==> src/rtl/riscv_ctrl_pkg.sv <==
// Shared types and encodings for the multi-cycle RISC-V control unit.
// Optional trap behaviour is selected in the top by CTRL_TRAP_EN.
package riscv_ctrl_pkg;

  typedef enum logic [3:0] {
    StFetch   = 4'd0,
    StDecode  = 4'd1,
    StExec    = 4'd2,
    StMemAddr = 4'd3,
    StMemRd   = 4'd4,
    StMemWr   = 4'd5,
    StWb      = 4'd6,
    StBranch  = 4'd7,
    StJump    = 4'd8,
    StTrap    = 4'd9
  } state_e;

  typedef enum logic [3:0] {
    ClsAlu, ClsAluImm, ClsLui, ClsAuipc, ClsLoad, ClsStore,
    ClsBranch, ClsJal, ClsJalr, ClsIllegal
  } cls_e;

  localparam logic [6:0] OpLoad   = 7'b0000011;
  localparam logic [6:0] OpImm    = 7'b0010011;
  localparam logic [6:0] OpAuipc  = 7'b0010111;
  localparam logic [6:0] OpStore  = 7'b0100011;
  localparam logic [6:0] OpOp     = 7'b0110011;
  localparam logic [6:0] OpLui    = 7'b0110111;
  localparam logic [6:0] OpBranch = 7'b1100011;
  localparam logic [6:0] OpJalr   = 7'b1100111;
  localparam logic [6:0] OpJal    = 7'b1101111;

  localparam logic [2:0] ImmI = 3'b000;
  localparam logic [2:0] ImmS = 3'b001;
  localparam logic [2:0] ImmU = 3'b010;
  localparam logic [2:0] ImmB = 3'b101;
  localparam logic [2:0] ImmJ = 3'b110;

  // ALU op code is {funct7[5], funct3}.
  localparam logic [3:0] AluAdd  = 4'b0000;
  localparam logic [3:0] AluSub  = 4'b1000;
  localparam logic [3:0] AluSlt  = 4'b0010;
  localparam logic [3:0] AluSltu = 4'b0011;

  localparam logic [1:0] PcSrcPlus4 = 2'b00;
  localparam logic [1:0] PcSrcAlu   = 2'b01;
  localparam logic [1:0] PcSrcJalr  = 2'b10;

  localparam logic [1:0] ResAlu = 2'b00;
  localparam logic [1:0] ResMem = 2'b01;
  localparam logic [1:0] ResPc4 = 2'b10;

  localparam logic [1:0] AluARs1  = 2'b00;
  localparam logic [1:0] AluAPc   = 2'b01;
  localparam logic [1:0] AluAZero = 2'b10;
  localparam logic [1:0] AluBRs2  = 2'b00;
  localparam logic [1:0] AluBImm  = 2'b01;
  localparam logic [1:0] AluBFour = 2'b10;

  // funct3[2] picks the lt flag over zero; funct3[0] inverts the condition.
  function automatic logic branch_taken(input logic [2:0] funct3, input logic zero,
                                        input logic lt);
    logic cond;
    cond = funct3[2] ? lt : zero;
    return cond ^ funct3[0];
  endfunction

endpackage

==> src/rtl/riscv_mc_ctrl_if.sv <==
// Memory handshake between the control unit (master) and the memory (slave).
interface riscv_mc_ctrl_if;
  logic mem_req;
  logic mem_we;
  logic mem_err;
  logic mem_ready;

  modport master (output mem_req, output mem_we, output mem_err, input mem_ready);
  modport slave  (input mem_req, input mem_we, input mem_err, output mem_ready);
endinterface

==> src/rtl/ctrl_decode.sv <==
// Combinational opcode/funct decode: instruction class, immediate select,
// ALU operation and illegal-instruction flag.
module ctrl_decode
  import riscv_ctrl_pkg::*;
(
  input  logic [31:0] instr_i,
  output cls_e        cls_o,
  output logic [2:0]  imm_src_o,
  output logic [3:0]  alu_ctrl_o,
  output logic        illegal_o
);

  logic [6:0] opcode;
  logic [2:0] funct3;
  logic       funct7_b5;
  logic       unused_instr;

  assign opcode       = instr_i[6:0];
  assign funct3       = instr_i[14:12];
  assign funct7_b5    = instr_i[30];
  assign unused_instr = ^{instr_i[31], instr_i[29:15], instr_i[11:7]};

  always_comb begin
    cls_o      = ClsIllegal;
    imm_src_o  = ImmI;
    alu_ctrl_o = AluAdd;
    illegal_o  = 1'b0;
    case (opcode)
      OpOp: begin
        cls_o      = ClsAlu;
        alu_ctrl_o = {funct7_b5 & (funct3 == 3'b000 || funct3 == 3'b101), funct3};
      end
      OpImm: begin
        // Only SRAI uses funct7[5]; for ADDI it is an immediate bit.
        cls_o      = ClsAluImm;
        alu_ctrl_o = {funct7_b5 & (funct3 == 3'b101), funct3};
      end
      OpLoad: begin
        cls_o     = ClsLoad;
        illegal_o = (funct3 == 3'b011) || (funct3[2:1] == 2'b11);
      end
      OpStore: begin
        cls_o     = ClsStore;
        imm_src_o = ImmS;
        illegal_o = funct3[2] || (funct3[1:0] == 2'b11);
      end
      OpBranch: begin
        cls_o      = ClsBranch;
        imm_src_o  = ImmB;
        illegal_o  = (funct3[2:1] == 2'b01);
        alu_ctrl_o = funct3[2] ? (funct3[1] ? AluSltu : AluSlt) : AluSub;
      end
      OpJal: begin
        cls_o     = ClsJal;
        imm_src_o = ImmJ;
      end
      OpJalr: begin
        cls_o     = ClsJalr;
        illegal_o = (funct3 != 3'b000);
      end
      OpLui: begin
        cls_o     = ClsLui;
        imm_src_o = ImmU;
      end
      OpAuipc: begin
        cls_o     = ClsAuipc;
        imm_src_o = ImmU;
      end
      default: illegal_o = 1'b1;
    endcase
    if (illegal_o) cls_o = ClsIllegal;
  end

endmodule

==> src/rtl/riscv_mc_ctrl.sv <==
// Multi-cycle RISC-V control FSM with memory wait timeout.
// Define CTRL_TRAP_EN to trap on illegal instructions instead of treating them as NOPs.
module riscv_mc_ctrl
  import riscv_ctrl_pkg::*;
#(
  parameter int unsigned MEM_TIMEOUT = 16
) (
  input  logic                   clk,
  input  logic                   rst_n,
  riscv_mc_ctrl_if.master        mem,
  input  logic [31:0]            instr,
  input  logic                   alu_zero,
  input  logic                   alu_lt,
  output logic                   ir_we,
  output logic                   pc_we,
  output logic                   reg_we,
  output logic [1:0]             pc_src,
  output logic [2:0]             imm_src,
  output logic [1:0]             alu_src_a,
  output logic [1:0]             alu_src_b,
  output logic [3:0]             alu_ctrl,
  output logic [1:0]             result_src,
  output logic                   trap,
  output logic [3:0]             state_o
);

  localparam logic [7:0] TimeoutCnt = 8'(MEM_TIMEOUT);

  state_e     state_q, state_d;
  logic [7:0] cnt_q, cnt_d;
  logic       run_q, run_d;
  logic       req_c, we_c, err_c, timeout;
  cls_e       dec_cls;
  logic [2:0] dec_imm;
  logic [3:0] dec_alu;
  logic       dec_illegal;

  ctrl_decode u_decode (
    .instr_i    (instr),
    .cls_o      (dec_cls),
    .imm_src_o  (dec_imm),
    .alu_ctrl_o (dec_alu),
    .illegal_o  (dec_illegal)
  );

  // run_q holds every output low for the cycle in which reset is released.
  always_ff @(posedge clk or negedge rst_n) begin
    if (!rst_n) begin
      state_q <= StFetch;
      cnt_q   <= '0;
      run_q   <= 1'b0;
    end else begin
      state_q <= state_d;
      cnt_q   <= cnt_d;
      run_q   <= run_d;
    end
  end

  always_comb begin
    state_d    = state_q;
    cnt_d      = cnt_q;
    run_d      = 1'b1;
    req_c      = 1'b0;
    we_c       = 1'b0;
    err_c      = 1'b0;
    ir_we      = 1'b0;
    pc_we      = 1'b0;
    reg_we     = 1'b0;
    pc_src     = PcSrcPlus4;
    imm_src    = ImmI;
    alu_src_a  = AluARs1;
    alu_src_b  = AluBRs2;
    alu_ctrl   = AluAdd;
    result_src = ResAlu;
    timeout    = (cnt_q == TimeoutCnt);

    if (run_q) begin
      if (state_q != StFetch && state_q != StTrap) imm_src = dec_imm;
      case (state_q)
        StFetch: begin
          alu_src_a = AluAPc;
          alu_src_b = AluBFour;
          if (timeout) begin
            err_c = 1'b1;
          end else begin
            req_c = 1'b1;
            if (mem.mem_ready) begin
              ir_we   = 1'b1;
              pc_we   = 1'b1;
              state_d = StDecode;
            end
          end
        end
        StDecode: begin
          alu_src_a = AluAPc;
          alu_src_b = AluBImm;
          if (dec_illegal) begin
`ifdef CTRL_TRAP_EN
            state_d = StTrap;
`else
            state_d = StFetch;
`endif
          end else begin
            case (dec_cls)
              ClsLoad, ClsStore: state_d = StMemAddr;
              ClsBranch:         state_d = StBranch;
              ClsJal, ClsJalr:   state_d = StJump;
              default:           state_d = StExec;
            endcase
          end
        end
        StExec: begin
          alu_ctrl  = dec_alu;
          alu_src_b = AluBImm;
          case (dec_cls)
            ClsAlu:   alu_src_b = AluBRs2;
            ClsLui:   alu_src_a = AluAZero;
            ClsAuipc: alu_src_a = AluAPc;
            default:  alu_src_a = AluARs1;
          endcase
          state_d = StWb;
        end
        StMemAddr: begin
          alu_src_b = AluBImm;
          state_d   = (dec_cls == ClsStore) ? StMemWr : StMemRd;
        end
        StMemRd: begin
          result_src = ResMem;
          if (timeout) begin
            err_c   = 1'b1;
            state_d = StFetch;
          end else begin
            req_c = 1'b1;
            if (mem.mem_ready) state_d = StWb;
          end
        end
        StMemWr: begin
          if (timeout) begin
            err_c   = 1'b1;
            state_d = StFetch;
          end else begin
            req_c = 1'b1;
            we_c  = 1'b1;
            if (mem.mem_ready) state_d = StFetch;
          end
        end
        StWb: begin
          reg_we     = 1'b1;
          result_src = (dec_cls == ClsLoad) ? ResMem : ResAlu;
          state_d    = StFetch;
        end
        StBranch: begin
          alu_ctrl = dec_alu;
          if (branch_taken(instr[14:12], alu_zero, alu_lt)) begin
            pc_we  = 1'b1;
            pc_src = PcSrcAlu;
          end
          state_d = StFetch;
        end
        StJump: begin
          pc_we      = 1'b1;
          reg_we     = 1'b1;
          result_src = ResPc4;
          alu_src_b  = AluBImm;
          if (dec_cls == ClsJalr) begin
            pc_src = PcSrcJalr;
          end else begin
            pc_src    = PcSrcAlu;
            alu_src_a = AluAPc;
          end
          state_d = StFetch;
        end
`ifdef CTRL_TRAP_EN
        StTrap: state_d = StTrap;
`endif
        default: state_d = StFetch;
      endcase
    end

    // Wait counter restarts on any state change or after a timeout.
    if (err_c || state_d != state_q) begin
      cnt_d = '0;
    end else if (req_c && !mem.mem_ready) begin
      cnt_d = cnt_q + 8'd1;
    end
  end

  assign mem.mem_req = req_c;
  assign mem.mem_we  = we_c;
  assign mem.mem_err = err_c;
  assign state_o     = state_q;

`ifdef CTRL_TRAP_EN
  assign trap = run_q && (state_q == StTrap);
`else
  assign trap = 1'b0;
`endif

endmodule

==> src/flat_wrapper.sv <==
// flat-port wrapper written by rule: the top's interface ports become plain ports
module riscv_mc_ctrl_flat import riscv_ctrl_pkg::*;
#(
  parameter int unsigned MEM_TIMEOUT = 16
)
  (clk, rst_n, instr, alu_zero, alu_lt, ir_we, pc_we, reg_we, pc_src, imm_src, alu_src_a, alu_src_b, alu_ctrl, result_src, trap, state_o, mem_mem_req, mem_mem_we, mem_mem_err, mem_mem_ready);
  riscv_mc_ctrl_if mem_i ();
  input  logic clk;
  input  logic rst_n;
  input  logic [31:0] instr;
  input  logic alu_zero;
  input  logic alu_lt;
  output logic ir_we;
  output logic pc_we;
  output logic reg_we;
  output logic [1:0] pc_src;
  output logic [2:0] imm_src;
  output logic [1:0] alu_src_a;
  output logic [1:0] alu_src_b;
  output logic [3:0] alu_ctrl;
  output logic [1:0] result_src;
  output logic trap;
  output logic [3:0] state_o;
  output wire logic [$bits(mem_i.mem_req)-1:0] mem_mem_req;
  output wire logic [$bits(mem_i.mem_we)-1:0] mem_mem_we;
  output wire logic [$bits(mem_i.mem_err)-1:0] mem_mem_err;
  input wire logic [$bits(mem_i.mem_ready)-1:0] mem_mem_ready;
  assign mem_mem_req = mem_i.mem_req;
  assign mem_mem_we = mem_i.mem_we;
  assign mem_mem_err = mem_i.mem_err;
  assign mem_i.mem_ready = mem_mem_ready;
  riscv_mc_ctrl #(.MEM_TIMEOUT(MEM_TIMEOUT)) u_core (.clk(clk), .rst_n(rst_n), .mem(mem_i), .instr(instr), .alu_zero(alu_zero), .alu_lt(alu_lt), .ir_we(ir_we), .pc_we(pc_we), .reg_we(reg_we), .pc_src(pc_src), .imm_src(imm_src), .alu_src_a(alu_src_a), .alu_src_b(alu_src_b), .alu_ctrl(alu_ctrl), .result_src(result_src), .trap(trap), .state_o(state_o));
endmodule
==> config.mk <==
export PLATFORM = sky130hd
export DESIGN_NAME = riscv_mc_ctrl_flat
export DESIGN_NICKNAME = d
export VERILOG_FILES = /design/src/rtl/riscv_ctrl_pkg.sv /design/src/rtl/riscv_mc_ctrl_if.sv /design/src/rtl/ctrl_decode.sv /design/src/rtl/riscv_mc_ctrl.sv /design/src/flat_wrapper.sv
export SDC_FILE = /design/constraint.sdc
export NUM_CORES = 1
export LEC_CHECK = 0
export CORE_MARGIN = 10
export CORE_UTILIZATION = 45
export DETAILED_ROUTE_END_ITERATION = 10
export MAX_ROUTING_LAYER = met4
export PLACE_DENSITY = 0.91
export SLEW_MARGIN = 5
export SYNTH_ARGS = -nofsm -noshare
export SYNTH_HDL_FRONTEND = slang
export SYNTH_SLANG_ARGS = --single-unit
==> constraint.sdc <==
create_clock -name clk -period 6 [get_ports clk]
set_input_delay 1.8 -clock clk [delete_from_list [all_inputs] [get_ports clk]]
set_output_delay 1.8 -clock clk [all_outputs]
set_load 0.01 [all_outputs]
==> metrics.md, run 1 <==
| Metric | Value |
|---|---|
| Status | finished clean |
| Max clock buf depth | 2 |
| Die Wd | 77.6 um |
| CTS buffer count | 3 |
| Syn_area_per_cell | 7.19 sq um |
| Clk sinks | 13 |
| Peak VDD IR | 0.127 mV |
| Sw Ratio | 43.9% |
| Setup TNS | 0 ns |
| Combinational share of power | 54.7% |
| Die Y | 77.6 um |
| DRC Markers | 0 |
| I/O pin cnt | 63 |
| Synth Warn # | 0 |
| Critical path's slowest cell | clkdlybuf4s50_1 |
| Via count | 1706 |
| P_sw | 0.000182 W |
| Minimum hold slack | 0.585 ns |
| Worst EP required | 4.20 ns |
| Relative slew slack | 56.6% |
| Mapped Area | 1500 sq um |
| Most common flop cell mapped by yosys | dfrtp_1 |
| Fraction of registers with async set/reset | 100% |
| Row count | 20 |
| Worst-margin pin slew | 0.651 ns |
| Diode count | 0 |
| Crit Path Category | in2out |
| Root buf cell | clkbuf_4 |
| Final Skew | 0.0121 ns |
| Period utilization | 97.8% |
| Synth Register Bits | 13 |
| Final hold violation count | 0 |
| Fmax | 170 MHz |
| First-pass GRT wire length | 7.49 mm |
| Clock H-tree levels | 1 |
| Minimum clock period | 5.87 ns |
| Crit-path cells | clkdlybuf4s50_1 > buf_4 > nand2b_1 > o211ai_1 > a32oi_2 > buf_4 > nand2_1 > nand2_1 > a21oi_1 > clkdlybuf4s50_1 |
| Unique cell type count in the Yosys netlist | 54 |
| Grt ovf | 0 |
| Hold Crit Class | reg2reg |
| Die ar. | 6030 sq um |
| Static leakage | 0.815 nW |
| Clock tree from TritonCTS | built |
| Initial antenna violation count | 0 |
| Largest net degree at the start of global routing | 22 |
| EDFF count, synth | 0 |
| PD cells | 204 nW/um^2 |
| Seq/Total Area, Yosys | 21.8% |
| Endpoint class of the critical path | output port |
| CTS clk-pin slew, worst paths | 0.08 ns |
| GRT Overall Usage | 14.3% |
| Worst path bufs/invs | 4 |
| Number of global-route vias before repair | 1651 |
| RSZ-0062 raised after global routing | false |
| Worst skew pair latency | 0.28 ns |
| Cells after Synth | 208 |
| Hold buffer count at CTS | 0 |
| Top cells by area, synth | dfrtp_1 (22%), nand2_1 (6.3%), nor2_1 (6.3%), xnor2_1 (4.1%), nand2b_1 (3.8%) |
| DRT Pass-1 Iters | 4 |
| IO buf count | 40 |
| Initial Utilization | 47.8% |
| WL/cell | 15.0 um |
| Syn_nets | 247 |
| Seq pwr share | 32.3% |
| MaxCap Viol Count | 0 |
| DPL Wire Length | 3.52 mm |
| Final Util | 64.9% |
| CP arrival | 4.07 ns |
| CP delay by family, top | buffers and inverters |
| Biggest cell delay along the critical path | 0.56 ns |
| Layout Nets | 292 |
| Dominant cell type by area after synthesis | dfrtp_1 |
| Area grow syn2layout | 35.8% |
| Final Max Slew Viols | 0 |
| Fill count | 265 |
| Endpoints failing setup | 0 |
| Placer Congestion | 0.931 |
| Clock power frac | 12.9% |
| Post-DR vias/cell | 5.76 |
| Startpoint Class | primary input |
| P_int | 0.000233 W |
| Wirelength, routed | 4.44 mm |
| Routed Antenna Nets | 0 |
| Layout cells sized above 1 | 9.92% |
| Core Region | 3130 sq um |
| Initial drt markers | 144 |
| Crit-path max FO | 9 |
| Yosys top cell area share | 21.8% |
-- repair_timing --
action,4_1_cts,5_1_grt
endpoints found under the setup margin,0,3
resized for setup,0,5
setup buffers,0,1
-- path summary, 6_finish.rpt --
kind / startpoint / endpoint / slack [ns] / depth (start not counted)
max: instr[6] / pc_src[0] / 0.13 / 10
min: u_core.cnt_q[7] / u_core.cnt_q[7] / 0.58 / 2
max reg2reg: u_core.cnt_q[5] / u_core.cnt_q[2] / 3.85 / 6
min reg2reg: u_core.cnt_q[7] / u_core.cnt_q[7] / 0.58 / 2
max in group asynchronous: rst_n / u_core.cnt_q[2] / 3.76 / 1
min in group asynchronous: rst_n / u_core.state_o[2] / 1.87 / 1
-- layout make-up --
class                           count  area (sq um)  area share, %
Multi-Input combinational cell    171          1070           52.7
Tap cell                           44          55.1           2.71
Timing Repair Buffer               54           515           25.4
Sequential cell                    13           325           16.0
Inverter                           10          37.5           1.85
Clock buffer                        4          26.3           1.29
-- cell families (layout without fill, tap and decap cells) --
group | Yosys count | in the layout | share of synthesized area (%)
AO/OA/AOI/OAI | 41 | 41 | 21.3
XOR/XNOR | 10 | 10 | 5.86
adder cells (fa/ha/maj) | 2 | 2 | 1.67
buffers and inverters | 24 | 68 | 6.95
flip-flops | 13 | 13 | 21.8
multiplexers | 1 | 1 | 0.669
other | 2 | 2 | 0.502
AND/OR/NAND/NOR | 115 | 115 | 41.3
-- flip-flops by register name, indices dropped and copies added, names as in the netlist --
register	cells
u_core.state_o	4
u_core.cnt_q	8
u_core.run_q	1
-- worst register-to-register path: stages (launching register included) --
cell and delay [ns]:
dfrtp_1 0.43, nor4b_2 0.35, a31oi_1 0.28, and3_1 0.28
nor3_1 0.31, o2111ai_4 0.25, nor2_1 0.16
-- power groups by stage --
| stage | Combinational [W] | Clock [W] | Sequential [W] |
|---|---|---|---|
| 6_report | 0.000227 | 0.0000537 | 0.000134 |
| 5_1_grt | 0.000254 | 0.0000571 | 0.000138 |
| 4_1_cts | 0.000226 | 0.0000544 | 0.000133 |
| 3_5_place_dp | 0.000225 | 0 | 0.000135 |
| 3_3_place_gp | 0.000220 | 0 | 0.000134 |
| 2_1_floorplan | 0.000161 | 0 | 0.000112 |
-- per-layer routing --
| metal | track usage [%] | wire (um) |
|---|---|---|
| met1 | 17.3 | 1830 |
| met2 | 24.0 | 2150 |
| met3 | 3.46 | 423 |
| met4 | 2.19 | 46 |
| met5 | - | 0 |
-- synthesized netlist by cell type, types with 2 or more instances --
cell type,instances
nand4_1,5
nor3b_1,2
nor2b_1,4
a311oi_1,2
nor2_1,25
a22oi_1,2
o22ai_1,2
nand4b_1,2
conb_1,2
o211ai_1,2
inv_1,10
buf_2,2
and2_1,2
a21oi_1,8
a211oi_1,3
nor4_1,3
and4_1,2
nand2_1,25
nand3_1,9
a221o_1,2
dfrtp_1,13
o21ai_0,5
nor3_1,10
and3_1,7
a31oi_1,2
xnor2_1,7
clkbuf_1,10
ha_1,2
nand2b_1,9
xor2_1,3
nand3b_1,3
-- cell usage in the layout, fill, tap and decap left out, types with 4 or more instances in the layout --
cell type        count
clkdlybuf4s50_1     36
nand2_1             25
nor2_1              25
buf_4               14
dfrtp_1             13
inv_1               10
nor3_1              10
nand2b_1             9
nand3_1              9
a21oi_1              8
and3_1               7
xnor2_1              7
o21ai_0              5
nand4_1              5
nor2b_1              4
dlymetal6s2s_1       4
-- per-stage QoR --
step	cell area [sq um]	std cells	setup WS, ns	total power [W]
2_1_floorplan	1500	208	1.09	0.000272
3_3_place_gp	1980	291	0.0956	0.000354
3_5_place_dp	1980	291	0.0622	0.000360
4_1_cts	2010	295	0.0573	0.000414
5_1_grt	2030	296	0.0121	0.000450
6_report	2030	296	0.133	0.000415
Note: power is estimated with default switching activity, not from simulation.
==> run 2: changes to the inputs <==
--- a/config.mk
+++ b/config.mk
@@ -5,6 +5,7 @@
 export SDC_FILE = /design/constraint.sdc
 export NUM_CORES = 1
 export LEC_CHECK = 0
+export CAP_MARGIN = 20
 export CORE_MARGIN = 10
 export CORE_UTILIZATION = 45
 export DETAILED_ROUTE_END_ITERATION = 10
==> results of run 2 <==
Final layout, timing and power as in run 1 (identical DEF).
==> run 3: changes to the inputs <==
--- a/config.mk
+++ b/config.mk
@@ -10,7 +10,7 @@
 export CORE_UTILIZATION = 45
 export DETAILED_ROUTE_END_ITERATION = 10
 export MAX_ROUTING_LAYER = met4
-export PLACE_DENSITY = 0.91
+export PLACE_DENSITY_LB_ADDON = 0.1
 export SLEW_MARGIN = 5
 export SYNTH_ARGS = -nofsm -noshare
 export SYNTH_HDL_FRONTEND = slang
==> run 3 against run 2 <==
Net effect:
- combinational power barely moved
- core utilization shrank 0.16 points
- critical path depth decreased by 3
- largest cell class unchanged
- largest power group unchanged
- highest routed layer unchanged
==> metrics.md, run 3 (synthesis gave the netlist of run 1 again) <==
| Metric | Value |
|---|---|
| DPL Wire Length | 3.68 mm (+4.4%) |
| Period utilization | 97.6% (-0.22 points) |
| CP delay by family, top | buffers and inverters |
| Commonest cells after routing, fill and taps aside | clkdlybuf4s50_1 (37), nand2_1 (25), nor2_1 (25) |
| CTS clk-pin slew, worst paths | 0.08 ns (about the same) |
| Via count | 1683 (-1.3%) |
| Row count | 20 (unchanged) |
| WL/cell | 16.0 um (+6.6%) |
| Die ar. | 6030 sq um (unchanged) |
| Clock tree from TritonCTS | built |
| Hold path endpoint | u_core.cnt_q[6] |
| Worst EP required | 4.20 ns (about the same) |
| CTS buffer count | 3 (unchanged) |
| Layout cells sized above 1 | 10.0% (+0.079 points) |
| Fmax | 171 MHz (+0.22%) |
| Core Region | 3130 sq um (unchanged) |
| Crit-path max FO | 9 (unchanged) |
| Crit-path cells | clkdlybuf4s50_1 > and3_1 > nand2_1 > o41ai_2 > nand3_1 > a21oi_1 > clkdlybuf4s50_1 |
| CP arrival | 4.05 ns (-0.02 ns) |
| Power Total | 0.000420 W (+1.1%) |
| I/O pin cnt | 63 (unchanged) |
| Clock H-tree levels | 1 (unchanged) |
| Fill count | 308 (+16%) |
| Minimum clock period | 5.85 ns (-0.0132 ns) |
| Die Y | 77.6 um (unchanged) |
| Minimum hold slack | 0.591 ns (+0.00562 ns) |
| Peak VDD IR | 0.143 mV (+13%) |
| Root buf cell | clkbuf_4 |
| Hold Crit Class | reg2reg |
| Worst R2R Path Depth | 6 (unchanged) |
| Most used cell, CP | clkdlybuf4s50_1 |
| Startpoint Class | primary input |
| First-pass GRT wire length | 8.03 mm (+7.2%) |
| PD cells | 207 nW/um^2 (+1.4%) |
| Post-DR vias/cell | 5.72 (-0.68%) |
| Diode count | 0 (unchanged) |
| Hold buffer count at CTS | 0 (unchanged) |
| Crit Reg-Reg Endpoint | u_core.cnt_q[7] |
| Post-route insts no fill | 294 (-0.68%) |
| DRT Pass-1 Iters | 4 (unchanged) |
| Layout Nets | 290 (-0.68%) |
| Wirelength, routed | 4.70 mm (+5.9%) |
| Worst skew pair latency | 0.28 ns (about the same) |
| Register bank with the most flops | u_core.cnt_q |
| Final Max Slew Viols | 0 (unchanged) |
| Endpoints failing setup | 0 (unchanged) |
| Initial drt markers | 193 (+34%) |
| Setup TNS | 0 ns (unchanged) |
| Final Skew | 0.00272 ns (-0.00938 ns) |
| Endpoint class of the critical path | output port |
| Post-placement cell count | 290 (-0.34%) |
| Largest net degree at the start of global routing | 22 (unchanged) |
| Number of global-route vias before repair | 1656 (+0.30%) |
| Worst path bufs/invs | 2 (-2) |
| Initial antenna violation count | 0 (unchanged) |
| Crit. Startpoint | instr[2] |
| GRT Overall Usage | 15.8% (+1.5 points) |
| Reg2Reg Launch Point | u_core.run_q |
| DRC Markers | 0 (unchanged) |
| Routed Antenna Nets | 0 (unchanged) |
| MaxCap Viol Count | 0 (unchanged) |
| Clk sinks | 13 (unchanged) |
| FF-to-FF setup slack | 3.74 ns (-0.11 ns) |
| Placer Congestion | 0.896 (-3.8%) |
| Worst-margin pin slew | 0.698 ns (+0.0463 ns) |
| Crit Path Category | in2out |
| Hold path start | u_core.cnt_q[6] |
| Area grow syn2layout | 35.5% |
| Most common cell after layout, fill and taps aside | clkdlybuf4s50_1 |
| RSZ-0062 raised after global routing | false |
| Initial Utilization | 47.8% (unchanged) |
| Max clock buf depth | 2 (unchanged) |
| Grt ovf | 0 (unchanged) |
| Final hold violation count | 0 (unchanged) |
| Post-CTS setup buffers | 0 (unchanged) |
| Die Wd | 77.6 um (unchanged) |
| Static leakage | 0.795 nW (-2.5%) |
| Max reg flops | 8 (unchanged) |
| Relative slew slack | 53.5% (-3.1 points) |
| IO buf count | 40 (unchanged) |
| Biggest cell delay along the critical path | 0.65 ns (+0.09 ns) |
| Status | finished clean |
| Hold path depth | 2 (unchanged) |
| Critical path's slowest cell | clkdlybuf4s50_1 |
==> run 3: cell types whose count changed in the layout (fill, tap and decap cells not counted) <==
cell / delta
buf_4: -2
clkdlybuf4s50_1: +1
dlymetal6s2s_1: -1
nor3_1: -1
nor3_2: +1
o41ai_1: -1
o41ai_2: +1
==> run 3: what timing repair did <==
item,CTS,global route
gates resized for setup,1,5
pin swaps,0,1
setup endpoints to repair,1,4
==> run 3: how the worst max path moves through the flow <==
stage / to / slack [ns] / cells past startpoint
after floorplan: result_src[0] / 1.09 / 6
after global placement: alu_src_a[0] / 0.02 / 9
after detailed placement: alu_src_a[0] / -0.03 / 9
after CTS: alu_src_a[0] / 0.04 / 9
after global routing: alu_src_a[0] / 0.03 / 8
final: alu_src_a[0] / 0.15 / 7
==> run 3: metal layers <==
layer / vias up / track usage, % / part of all wire (%)
met5: - / - / 0
met4: 0 / 3.65 / 1.6
met3: 10 / 4.38 / 6.5
met2: 61 / 24.0 / 45
met1: 777 / 20.3 / 47
li1: 835 / - / -
==> run 3: worst reg2reg max path: stages, from the launching register on <==
cell and delay [ns]:
dfrtp_1 0.57, nand2b_1 0.27, nor4_4 0.37, nand2_1 0.17
nor4_1 0.50, xnor2_1 0.19, nor2_1 0.06
==> run 3: layout make-up <==
cell class	instances	area (sq um)	share of cell area, %
Multi-Input combinational cell	171	1080	53.5
Timing Repair Buffer	52	498	24.6
Sequential cell	13	325	16.1
Tap cell	44	55.1	2.72
Inverter	10	37.5	1.85
Clock buffer	4	26.3	1.30
==> run 3: per-stage QoR <==
step	utilization (%)	instance area, sq um	setup slack [ns]
final	64.8	2030	0.146
after CTS	64.2	2010	0.0430
after detailed placement	63.1	1970	-0.0274
after global routing	64.8	2030	0.0264
after global placement	63.1	1970	0.0209
after floorplan	-	1500	1.09
==> run 3: power breakdown <==
part / total (W) / internal (W) / leakage (nW) / switching, W
sequential: 0.000136 / 0.0000982 / 0.175 / 0.0000380
clock: 0.0000546 / 0.0000258 / 0.0150 / 0.0000288
combinational: 0.000229 / 0.000109 / 0.604 / 0.000119
